===== src/rtl/cpu_sequencer_pkg.sv =====
// cpu_sequencer_pkg: shared definitions for the WF8 fetch/decode/execute sequencer.
// Holds the state encoding (also visible on the debug state output) and the
// execute watchdog counter width.
// Optional build macro: SEQ_SINGLE_STEP_EN adds the PAUSE state (encoding 7).
package cpu_sequencer_pkg;

  localparam int unsigned SEQ_ST_W = 3;
  localparam int unsigned WDOG_W   = 4;

  typedef enum logic [SEQ_ST_W-1:0] {
    SEQ_ST_IDLE    = 3'd0,
    SEQ_ST_FETCH_A = 3'd1,
    SEQ_ST_FETCH_D = 3'd2,
    SEQ_ST_DECODE  = 3'd3,
    SEQ_ST_EXEC    = 3'd4,
    SEQ_ST_HALTED  = 3'd5,
    SEQ_ST_FAULT   = 3'd6
`ifdef SEQ_SINGLE_STEP_EN
    , SEQ_ST_PAUSE = 3'd7
`endif
  } seq_state_e;

endpackage


===== src/rtl/cpu_sequencer_if.sv =====
// cpu_sequencer_if: handshake/strobe bundle between the sequencer and the
// rest of the WF8 core (PC, RAM port, IR, decoder, bus_control).
//   master : the sequencer (drives strobes, state, insn_count)
//   slave  : the core environment (drives run, halt_req, insn_done,
//            insn_halt, pc_written and, with SEQ_SINGLE_STEP_EN, step)
// Parameter CNT_W: width of insn_count; must match the sequencer's CNT_W.
interface cpu_sequencer_if
  import cpu_sequencer_pkg::*;
#(
  parameter int unsigned CNT_W = 16
);
  logic                run;
  logic                halt_req;
  logic                insn_done;
  logic                insn_halt;
  logic                pc_written;
`ifdef SEQ_SINGLE_STEP_EN
  logic                step;
`endif
  logic                pc_out_en;
  logic                ram_en;
  logic                ram_out_en;
  logic                ir_load;
  logic                exec_en;
  logic                pc_inc;
  logic                halted;
  logic                fault;
  logic [SEQ_ST_W-1:0] state;
  logic [CNT_W-1:0]    insn_count;

  modport master (
    input  run, halt_req, insn_done, insn_halt, pc_written,
`ifdef SEQ_SINGLE_STEP_EN
    input  step,
`endif
    output pc_out_en, ram_en, ram_out_en, ir_load, exec_en, pc_inc,
    output halted, fault, state, insn_count
  );

  modport slave (
    output run, halt_req, insn_done, insn_halt, pc_written,
`ifdef SEQ_SINGLE_STEP_EN
    output step,
`endif
    input  pc_out_en, ram_en, ram_out_en, ir_load, exec_en, pc_inc,
    input  halted, fault, state, insn_count
  );

endinterface


===== src/rtl/cpu_sequencer_exec_watchdog.sv =====
// exec_watchdog: counts cycles spent executing one instruction.
//   clk, rst_n : clock, synchronous active-low reset
//   clr        : zero the count (asserted while decoding)
//   en         : count one cycle (asserted while executing)
//   timeout    : count has reached MAX_EXEC_CYCLES-1
// MAX_EXEC_CYCLES legal range 1..15.
module exec_watchdog
  import cpu_sequencer_pkg::*;
#(
  parameter int unsigned MAX_EXEC_CYCLES = 4
) (
  input  logic clk,
  input  logic rst_n,
  input  logic clr,
  input  logic en,
  output logic timeout
);

  logic [WDOG_W-1:0] cnt_q, cnt_d;

  always_comb begin
    cnt_d = cnt_q;
    if (clr) begin
      cnt_d = '0;
    end else if (en) begin
      cnt_d = cnt_q + 1'b1;
    end
  end

  always_ff @(posedge clk) begin
    if (!rst_n) begin
      cnt_q <= '0;
    end else begin
      cnt_q <= cnt_d;
    end
  end

  assign timeout = (cnt_q == WDOG_W'(MAX_EXEC_CYCLES - 1));

endmodule


===== src/rtl/cpu_sequencer.sv =====
// cpu_sequencer: fetch/decode/execute state machine for the WF8 8-bit core.
//   clk   : system clock, all logic on posedge
//   rst_n : synchronous active-low reset
//   bus   : cpu_sequencer_if.master -- run/halt_req/insn_done/insn_halt/
//           pc_written in; pc_out_en/ram_en/ram_out_en/ir_load/exec_en/
//           pc_inc/halted/fault/state/insn_count out
// Parameters: MAX_EXEC_CYCLES (1..15) execute cycles before FAULT,
//             CNT_W retired-instruction counter width.
// Optional build macro: SEQ_SINGLE_STEP_EN (step input, PAUSE after retire).
// Strobes are decoded from the state register; pc_inc is registered on the
// retire edge so it coincides with the following FETCH_A.
module cpu_sequencer
  import cpu_sequencer_pkg::*;
#(
  parameter int unsigned MAX_EXEC_CYCLES = 4,
  parameter int unsigned CNT_W           = 16
) (
  input logic              clk,
  input logic              rst_n,
  cpu_sequencer_if.master  bus
);

  seq_state_e       state_q, state_d;
  logic             pc_inc_q, pc_inc_d;
  logic [CNT_W-1:0] insn_count_q, insn_count_d;
  logic             wdog_timeout;
  logic             retire;
  logic             stop_at_boundary;
  seq_state_e       after_retire;

  logic pc_out_en, ram_en, ram_out_en, ir_load, exec_en, halted, fault;

`ifdef SEQ_SINGLE_STEP_EN
  logic step_q, step_d;
  logic step_rise;
  assign step_d       = bus.step;
  assign step_rise    = bus.step & ~step_q;
  assign after_retire = SEQ_ST_PAUSE;
`else
  assign after_retire = SEQ_ST_FETCH_A;
`endif

  assign retire           = (state_q == SEQ_ST_EXEC) && bus.insn_done;
  assign stop_at_boundary = bus.halt_req || !bus.run;

  exec_watchdog #(
    .MAX_EXEC_CYCLES (MAX_EXEC_CYCLES)
  ) u_exec_watchdog (
    .clk     (clk),
    .rst_n   (rst_n),
    .clr     (state_q == SEQ_ST_DECODE),
    .en      (state_q == SEQ_ST_EXEC),
    .timeout (wdog_timeout)
  );

  // State register and the registered side effects of a retire.
  always_ff @(posedge clk) begin
    if (!rst_n) begin
      state_q      <= SEQ_ST_IDLE;
      pc_inc_q     <= 1'b0;
      insn_count_q <= '0;
`ifdef SEQ_SINGLE_STEP_EN
      step_q       <= 1'b0;
`endif
    end else begin
      state_q      <= state_d;
      pc_inc_q     <= pc_inc_d;
      insn_count_q <= insn_count_d;
`ifdef SEQ_SINGLE_STEP_EN
      step_q       <= step_d;
`endif
    end
  end

  always_comb begin
    pc_inc_d     = retire && !bus.pc_written;
    insn_count_d = insn_count_q + CNT_W'(retire);
  end

  // Next-state logic.
  always_comb begin
    state_d = state_q;
    case (state_q)
      SEQ_ST_IDLE:    if (bus.run) state_d = SEQ_ST_FETCH_A;
      SEQ_ST_FETCH_A: state_d = SEQ_ST_FETCH_D;
      SEQ_ST_FETCH_D: state_d = SEQ_ST_DECODE;
      SEQ_ST_DECODE:  state_d = bus.insn_halt ? SEQ_ST_HALTED : SEQ_ST_EXEC;
      SEQ_ST_EXEC: begin
        // insn_done takes priority over a coincident watchdog timeout.
        if (bus.insn_done) begin
          state_d = stop_at_boundary ? SEQ_ST_IDLE : after_retire;
        end else if (wdog_timeout) begin
          state_d = SEQ_ST_FAULT;
        end
      end
      SEQ_ST_HALTED:  if (!bus.run) state_d = SEQ_ST_IDLE;
      SEQ_ST_FAULT:   state_d = SEQ_ST_FAULT;
`ifdef SEQ_SINGLE_STEP_EN
      SEQ_ST_PAUSE: begin
        if (!bus.run) begin
          state_d = SEQ_ST_IDLE;
        end else if (step_rise) begin
          state_d = SEQ_ST_FETCH_A;
        end
      end
`endif
      default:        state_d = SEQ_ST_IDLE;
    endcase
  end

  // Moore output decode.
  always_comb begin
    pc_out_en  = 1'b0;
    ram_en     = 1'b0;
    ram_out_en = 1'b0;
    ir_load    = 1'b0;
    exec_en    = 1'b0;
    halted     = 1'b0;
    fault      = 1'b0;
    case (state_q)
      SEQ_ST_FETCH_A: begin
        pc_out_en = 1'b1;
        ram_en    = 1'b1;
      end
      SEQ_ST_FETCH_D: begin
        ram_out_en = 1'b1;
        ir_load    = 1'b1;
      end
      SEQ_ST_EXEC:    exec_en = 1'b1;
      SEQ_ST_HALTED:  halted  = 1'b1;
      SEQ_ST_FAULT:   fault   = 1'b1;
      default:        ;
    endcase
  end

  assign bus.pc_out_en  = pc_out_en;
  assign bus.ram_en     = ram_en;
  assign bus.ram_out_en = ram_out_en;
  assign bus.ir_load    = ir_load;
  assign bus.exec_en    = exec_en;
  assign bus.halted     = halted;
  assign bus.fault      = fault;
  assign bus.pc_inc     = pc_inc_q;
  assign bus.state      = state_q;
  assign bus.insn_count = insn_count_q;

endmodule


===== src/flat_wrapper.sv =====
// flat-port wrapper written by rule: the top's interface ports become plain ports
module cpu_sequencer_flat import cpu_sequencer_pkg::*;
#(
  parameter int unsigned MAX_EXEC_CYCLES = 4,
  parameter int unsigned CNT_W           = 16
)
  (clk, rst_n, bus_run, bus_halt_req, bus_insn_done, bus_insn_halt, bus_pc_written, bus_pc_out_en, bus_ram_en, bus_ram_out_en, bus_ir_load, bus_exec_en, bus_pc_inc, bus_halted, bus_fault, bus_state, bus_insn_count);
  cpu_sequencer_if #(.CNT_W(CNT_W)) bus_i ();
  input logic clk;
  input logic rst_n;
  input wire logic [$bits(bus_i.run)-1:0] bus_run;
  input wire logic [$bits(bus_i.halt_req)-1:0] bus_halt_req;
  input wire logic [$bits(bus_i.insn_done)-1:0] bus_insn_done;
  input wire logic [$bits(bus_i.insn_halt)-1:0] bus_insn_halt;
  input wire logic [$bits(bus_i.pc_written)-1:0] bus_pc_written;
  output wire logic [$bits(bus_i.pc_out_en)-1:0] bus_pc_out_en;
  output wire logic [$bits(bus_i.ram_en)-1:0] bus_ram_en;
  output wire logic [$bits(bus_i.ram_out_en)-1:0] bus_ram_out_en;
  output wire logic [$bits(bus_i.ir_load)-1:0] bus_ir_load;
  output wire logic [$bits(bus_i.exec_en)-1:0] bus_exec_en;
  output wire logic [$bits(bus_i.pc_inc)-1:0] bus_pc_inc;
  output wire logic [$bits(bus_i.halted)-1:0] bus_halted;
  output wire logic [$bits(bus_i.fault)-1:0] bus_fault;
  output wire logic [$bits(bus_i.state)-1:0] bus_state;
  output wire logic [$bits(bus_i.insn_count)-1:0] bus_insn_count;
  assign bus_i.run = bus_run;
  assign bus_i.halt_req = bus_halt_req;
  assign bus_i.insn_done = bus_insn_done;
  assign bus_i.insn_halt = bus_insn_halt;
  assign bus_i.pc_written = bus_pc_written;
  assign bus_pc_out_en = bus_i.pc_out_en;
  assign bus_ram_en = bus_i.ram_en;
  assign bus_ram_out_en = bus_i.ram_out_en;
  assign bus_ir_load = bus_i.ir_load;
  assign bus_exec_en = bus_i.exec_en;
  assign bus_pc_inc = bus_i.pc_inc;
  assign bus_halted = bus_i.halted;
  assign bus_fault = bus_i.fault;
  assign bus_state = bus_i.state;
  assign bus_insn_count = bus_i.insn_count;
  cpu_sequencer #(.MAX_EXEC_CYCLES(MAX_EXEC_CYCLES), .CNT_W(CNT_W)) u_core (.clk(clk), .rst_n(rst_n), .bus(bus_i));
endmodule

===== config.mk =====
export PLATFORM = sky130hd
export DESIGN_NAME = cpu_sequencer_flat
export DESIGN_NICKNAME = d
export VERILOG_FILES = /design/src/rtl/cpu_sequencer_pkg.sv /design/src/rtl/cpu_sequencer_if.sv /design/src/rtl/cpu_sequencer_exec_watchdog.sv /design/src/rtl/cpu_sequencer.sv /design/src/flat_wrapper.sv
export SDC_FILE = /design/constraint.sdc
export NUM_CORES = 1
export LEC_CHECK = 0
export CELL_PAD_IN_SITES_DETAIL_PLACEMENT = 1
export CELL_PAD_IN_SITES_GLOBAL_PLACEMENT = 2
export CORE_ASPECT_RATIO = 0.75
export CORE_MARGIN = 3
export CORE_UTILIZATION = 29
export CTS_CLUSTER_DIAMETER = 200
export CTS_CLUSTER_SIZE = 8
export DETAILED_ROUTE_END_ITERATION = 6
export GPL_TIMING_DRIVEN = 1
export PLACE_DENSITY = 0.87
export SLEW_MARGIN = 20
export SYNTH_ARGS = -nofsm -noshare
export SYNTH_HDL_FRONTEND = slang
export SYNTH_SLANG_ARGS = --single-unit

===== constraint.sdc =====
create_clock -name clk -period 6.3 [get_ports clk]
set_input_delay 1.575 -clock clk [delete_from_list [all_inputs] [get_ports clk]]
set_output_delay 1.575 -clock clk [all_outputs]
set_load 0.01 [all_outputs]

==> summary.md, run 1 <==
| Metric | Value |
|---|---|
| Status | `finished clean` |
| Setup violators final | `0` |
| Area growth, synth to finish | `34.5%` |
| Final nets | `186` |
| Post-Place Worst Slack | `2570 ps` |
| Hold_buf cts | `0` |
| Worst setup path start | `u_core.bus.state[2]$_SDFFE_PN0P_` |
| Worst endpoint data arrival time | `between 2000 and 2500 ps` |
| #FFs+latches synth | `24` |
| F_max | `between 200 and 300 MHz` |
| Fin crit share | `between 50% and 60%` |
| Post-synthesis xor/xnor area fraction | `between 5 and 6%` |
| Reg-to-reg startpoint | `u_core.bus.state[0]$_SDFFE_PN0P_` |
| Initial drt markers | `84` |
| Htree depth | `1` |
| RSZ-0062 raised after global routing | `no` |
| GR Util met3 | `under 10%` |
| Die height | `around 63 um` |
| Mapped cell area | `around 1200 um^2` |
| Largest family of logic cells by synthesized area | `simple AND/OR/NAND/NOR gates` |
| Final Core Density | `41.0%` |
| Combinational group share of total power | `13.2%` |
| Area of the multi-input gates | `723 um^2` |
| Relative slew slack | `between 40% and 50%` |
| Power per standard cell area | `204 nW/um^2` |
| Ports | `34` |
| Switching share of power | `around a quarter` |
| Core Area | `~4100 um^2` |
| Critical path type | `reg -> out` |
| Std cell rows | `20` |
| Final GP Congestion | `approximately 0.74` |
| Hold Path Class | `reg -> reg` |
| Switching power | `between 80 and 90 uW` |
| Seq/Total Area, Yosys | `between 30% and 40%` |
| CTS tree | `yes` |
| GRT Overall Usage | `14.5%` |
| Initial antenna violation count | `0` |
| Clock share of power | `approximately 40%` |
| Clk_lat worst skew | `270 ps` |
| Most Crowded Layer GR | `met2` |
| Port-buffer cells | `33` |
| ANT nets after route | `0` |
| DP HPWL | `2610 um` |
| Syn Nets | `156` |
| Tightest Pin Transition | `just over 800 ps` |
| WHS | `around 500 ps` |
| Hold Path Origin | `u_core.bus.insn_count[15]$_SDFF_PN0_` |
| Clk sinks | `24` |
| Final WS setup | `between 2000 and 3000 ps` |
| Largest net degree at the start of global routing | `28` |
| Yosys top cell area share | `38.4%` |
| Drt total wl | `3460 um` |
| DRC | `0` |
| Post-CTS sizing | `0` |
| Cell variety after synth | `40` |
| WHS Path Cells | `2` |
| Share of cells above drive strength 1 | `4.60%` |
| Flop pwr share | `a little under half` |
| Clk buf depth | `2` |
| Int Pwr | `between 200 and 300 uW` |
| Largest vdd supply drop | `0.173 mV` |
| Gr ovfl total | `0` |
| Startpoint types | `flop` |
| Post-CTS setup buffer count | `0` |
| Global-route wire length before repair | `about 5900 um` |
| Sequential Area | `480 um^2` |
| Final Hold Fails | `0` |
| Via-to-Cell Ratio | `between 5 and 6` |
| Max cap viols | `0` |
| Total Die Area | `5140 um^2` |
| Num CTS Buffers | `3` |
| Post-Synth Adder-Cell Area | `under 10%` |
| Leading area contributor after synthesis | `dfxtp_1` |
| Crit end category | `output port` |
| Met2 usage | `23.0%` |
| Compound-Gate Fraction of Synth Area | `~14%` |
| Synth warnings | `0` |
| Cell depth of the worst flop-to-flop path | `8` |
| M1 GR Usage | `20.3%` |
| Setup TNS | `0 ps` |
| CP Max Fanout | `19` |
| Multiplexer area fraction after synthesis | `roughly 1.6%` |
| Synth Area in Simple Gates | `32.5%` |
| Fillers | `a little under 500` |
| First-pass detailed-route iteration total | `4` |
| CTS Root Cell | `clkbuf_8` |
| Die span in x | `81.8 um` |
| Via Count | `1,172` |
| Max Transition Viols Final | `0` |
| Clock-pin transition on the worst setup and hold timing paths | `90 ps` |
| Critical Path RT | `4720 ps` |
| Synth area leaders | `dfxtp_1 (38%), a21oi_1 (5.2%), and2_1 (5.0%)` |
| Final min period | `roughly 3700 ps` |
| Initial Utilization | `a little under a third` |
| WL per Instance | `about 15 um` |
| Ant diodes | `0` |
| Vias in the first global route | `1,192` |
| Synth Instances | `roughly 150` |
| Leakage | `0.000637 uW` |
| Final Skew | `a little under 7 ps` |
| Syn Area/Cell | `approximately 8.6 um^2` |
-- cells by family after synthesis --
group	after synthesis
muxes	2
xor gates and xnor gates	8
AOI/OAI and AO/OA	29
adders and majority gates	4
and+or+nand+nor	68
DFF	24
buffers and inverters	10
-- layout by cell type, fill, tap and decap left out, drive strengths merged, types with 2 or more instances in the layout --
| master | instances |
|---|---|
| a21boi | 3 |
| a21oi | 13 |
| and2 | 10 |
| and3 | 4 |
| clkbuf | 3 |
| clkdlybuf4s50 | 33 |
| dfxtp | 24 |
| ha | 4 |
| inv | 2 |
| mux2i | 2 |
| nand2 | 11 |
| nand2b | 4 |
| nand3 | 9 |
| nand3b | 2 |
| nand4 | 3 |
| nor2 | 7 |
| nor2b | 2 |
| nor3 | 3 |
| nor4 | 5 |
| o211ai | 2 |
| o21ai | 5 |
| or3 | 3 |
| xnor2 | 3 |
| xor2 | 5 |
-- per-stage QoR --
step	area [um^2]	power [uW]	cells
3_3_place_gp	1610	209	225
6_report	1680	343	229
5_1_grt	1680	362	229
3_5_place_dp	1610	210	225
4_1_cts	1680	348	229
2_1_floorplan	1250	190	145
-- Yosys cell counts, drive strengths merged --
| library cell | number |
|---|---|
| a21boi | 3 |
| a21oi | 13 |
| a221oi | 1 |
| a31oi | 1 |
| a41o | 1 |
| and2 | 10 |
| and3 | 4 |
| and3b | 1 |
| buf | 3 |
| clkbuf | 5 |
| dfxtp | 24 |
| ha | 4 |
| inv | 2 |
| mux2i | 2 |
| nand2 | 11 |
| nand2b | 4 |
| nand3 | 9 |
| nand3b | 2 |
| nand4 | 3 |
| nand4b | 1 |
| nor2 | 7 |
| nor2b | 2 |
| nor3 | 3 |
| nor3b | 1 |
| nor4 | 5 |
| nor4bb | 1 |
| o211a | 1 |
| o211ai | 2 |
| o21ai | 5 |
| o22ai | 1 |
| o31ai | 1 |
| or2 | 1 |
| or3 | 3 |
| xnor2 | 3 |
| xor2 | 5 |
-- path summary, 6_finish.rpt --
| kind | end | slack (ps) |
|---|---|---|
| worst max-delay path | bus_exec_en | 2600 |
| worst min-delay path | u_core.bus.insn_count[15]$_SDFF_PN0_ | 490 |
| worst max register to register | u_core.bus.insn_count[12]$_SDFF_PN0_ | 3810 |
| worst min register to register | u_core.bus.insn_count[15]$_SDFF_PN0_ | 490 |
-- critical path, cell delays in order (launching register included) --
cell             delay, ps
dfxtp_1                730
nand2b_1               260
nor2_1                 270
clkdlybuf4s50_1        590
-- area by class of cell --
| type | count | area share (%) |
|---|---|---|
| clock inverter | 1 | 1.79 |
| inverter | 2 | 0.446 |
| timing repair buffer | 33 | 19.6 |
| tap | 55 | 4.09 |
| clock buffer | 3 | 2.46 |
| multi-input combinational | 111 | 43.0 |
| sequential | 24 | 28.6 |
-- routing by layer --
layer / up-vias / routed length [um]
met3: 2 / 107
met2: 18 / 1680
met5: - / 0
li1: 576 / -
met4: 0 / 17
met1: 576 / 1660
-- power by group through the flow --
stage	clock, uW	combinational [uW]	sequential [uW]
3_3_place_gp	0	43.5	165
6_report	135	45.4	162
4_1_cts	141	45.5	162
5_1_grt	149	50.1	163
3_5_place_dp	0	45.1	165
2_1_floorplan	0	29.4	160
-- registers in the layout, indices dropped and copies added (netlist names) --
| name | cells |
|---|---|
| u_core.bus.insn_count | 16 |
| u_core.u_exec_watchdog.cnt_q | 4 |
| u_core.bus.state | 3 |
| u_core.bus.pc_inc | 1 |
(Power assumes the default switching activity.)
==> inputs of run 2 (changes only) <==
--- a/config.mk
+++ b/config.mk
@@ -9,12 +9,12 @@
 export CELL_PAD_IN_SITES_GLOBAL_PLACEMENT = 2
 export CORE_ASPECT_RATIO = 0.75
 export CORE_MARGIN = 3
-export CORE_UTILIZATION = 29
+export CORE_UTILIZATION = 25
 export CTS_CLUSTER_DIAMETER = 200
 export CTS_CLUSTER_SIZE = 8
 export DETAILED_ROUTE_END_ITERATION = 6
 export GPL_TIMING_DRIVEN = 1
-export PLACE_DENSITY = 0.87
+export PLACE_DENSITY = 0.8
 export SLEW_MARGIN = 20
 export SYNTH_ARGS = -nofsm -noshare
 export SYNTH_HDL_FRONTEND = slang
==> constraint.sdc (replaced) <==
create_clock -name clk -period 3.4 [get_ports clk]
set_input_delay 0.85 -clock clk [delete_from_list [all_inputs] [get_ports clk]]
set_output_delay 0.85 -clock clk [all_outputs]
set_load 0.01 [all_outputs]
==> run 2 against run 1 <==
  * Flip-flop and latch count stayed put
  * Routed wire length is 3.5% lower
  * Utilization is 5.0 points lower
  * Largest cell class unchanged
  * Via count is 1.0% lower
  * Count of clock-buffer cells in the layout is 1 higher
  * Die area is 15% higher
  * Critical endpoint unchanged
  * Critical path type unchanged
==> summary.md, run 2 (same netlist as run 1, synthesis figures left out) <==
| Metric | Value |
|---|---|
| Status | `finished clean` |
| Sequential Area | `between 400 and 500 um^2` |
| Share of cells above drive strength 1 | `5.14%` |
| Setup violators final | `0` |
| Area growth, synth to finish | `34.0%` |
| Fin crit share | `between 80% and 90%` |
| Clk_lat worst skew | `roughly 260 ps` |
| Clock-pin transition on the worst setup and hold timing paths | `about 90 ps` |
| Largest net degree at the start of global routing | `22` |
| Vias in the first global route | `between 1,000 and 1,500` |
| Clk sinks | `24` |
| Commonest cells after routing, fill and taps aside | `clkdlybuf4s50_1 (33), dfxtp_1 (24), a21oi_1 (13)` |
| Max cap viols | `0` |
| Global-route wire length before repair | `about 5800 um` |
| Post-CTS sizing | `0` |
| Via Count | `between 1,000 and 1,500` |
| Final Skew | `3.28 ps` |
| GRT Overall Usage | `between 10% and 20%` |
| Drt total wl | `around 3300 um` |
| First-pass detailed-route iteration total | `4` |
| Hold Path Class | `reg -> reg` |
| Std cell rows | `21` |
| CTS Root Cell | `clkbuf_8` |
| Power per standard cell area | `roughly 350 nW/um^2` |
| Final GP Congestion | `approximately 0.77` |
| Port-buffer cells | `33` |
| Final nets | `187` |
| Setup TNS | `0 ps` |
| Tightest Pin Transition | `roughly 710 ps` |
| Die span in x | `between 80 and 90 um` |
| Crit end category | `output port` |
| Final Hold Fails | `0` |
| Relative slew slack | `52.6%` |
| DP HPWL | `around 2500 um` |
| Startpoint types | `flop` |
| Clk buf depth | `2` |
| Htree depth | `1` |
| Max Transition Viols Final | `0` |
| Commonest non-fill, non-tap cell in the layout | `clkdlybuf4s50_1` |
| Initial Utilization | `26.9%` |
| Post-CTS setup buffer count | `0` |
| Ant diodes | `0` |
| Critical Path RT | `about 2600 ps` |
| Num CTS Buffers | `3` |
| Largest vdd supply drop | `0.186 mV` |
| Final min period | `2930 ps` |
| DRC | `0` |
| Hold_buf cts | `0` |
| Die height | `67.2 um` |
| Leakage | `about 0.00063 uW` |
| Max reg flops | `16` |
| RSZ-0062 raised after global routing | `no` |
| Total Die Area | `5890 um^2` |
| ANT nets after route | `0` |
| Ports | `34` |
| Fillers | `545` |
| Via-to-Cell Ratio | `around 5` |
| Area of the multi-input gates | `723 um^2` |
| Worst endpoint data arrival time | `2080 ps` |
| Gr ovfl total | `0` |
| WL per Instance | `14.4 um` |
| Overall power | `580 uW` |
| CTS tree | `yes` |
| Initial drt markers | `40` |
| CP Max Fanout | `19` |
| Core Area | `~4700 um^2` |
| Initial antenna violation count | `0` |
| Critical path type | `reg -> out` |
| F_max | `341 MHz` |
run 2: routing by layer:
layer	track usage [%]	up-vias	routed length, um
met2	21.7	27	1630
met5	0	-	0
met4	2.30	0	13
met3	3.78	2	173
met1	14.9	553	1520
li1	-	578	-
run 2: path summary, 6_finish.rpt:
path	startpoint	end	slack, ps	cells past startpoint
worst max-delay path	u_core.bus.state[2]$_SDFFE_PN0P_	bus_exec_en	470	3
worst min-delay path	u_core.bus.insn_count[15]$_SDFF_PN0_	u_core.bus.insn_count[15]$_SDFF_PN0_	480	2
worst max register to register	u_core.bus.state[0]$_SDFFE_PN0P_	u_core.bus.insn_count[12]$_SDFF_PN0_	1060	8
worst min register to register	u_core.bus.insn_count[15]$_SDFF_PN0_	u_core.bus.insn_count[15]$_SDFF_PN0_	480	2
run 2: cell type report:
class,count,area share [%]
sequential,24,28.7
tap,57,4.26
timing repair buffer,34,20.2
clock buffer,4,3.29
multi-input combinational,111,43.2
inverter,2,0.448
run 2: report_power, final:
part | switching (uW) | total (uW) | internal [uW] | leakage [uW]
logic | 40.4 | 83.3 | 43.0 | 0.000412
clock network | 93.5 | 197 | 103 | 0.0000288
registers | 14.3 | 300 | 286 | 0.000194
run 2: critical path, stage by stage (launching register included):
cell and delay, ps:
dfxtp_1 730, nand2b_1 250, nor2_1 250, clkdlybuf4s50_1 590
run 2: per-stage QoR:
stage / cells / hold slack (ps) / utilization, % / worst slack [ps] / cell area, um^2
4_1_cts: 232 / 490 / 36.0 / 485 / 1680
5_1_grt: 232 / 520 / 36.0 / 311 / 1680
2_1_floorplan: 145 / 486 / - / 1230 / 1250
3_3_place_gp: 228 / 464 / 34.8 / 554 / 1620
3_5_place_dp: 228 / 476 / 34.8 / 442 / 1620
6_report: 232 / 481 / 36.0 / 468 / 1680
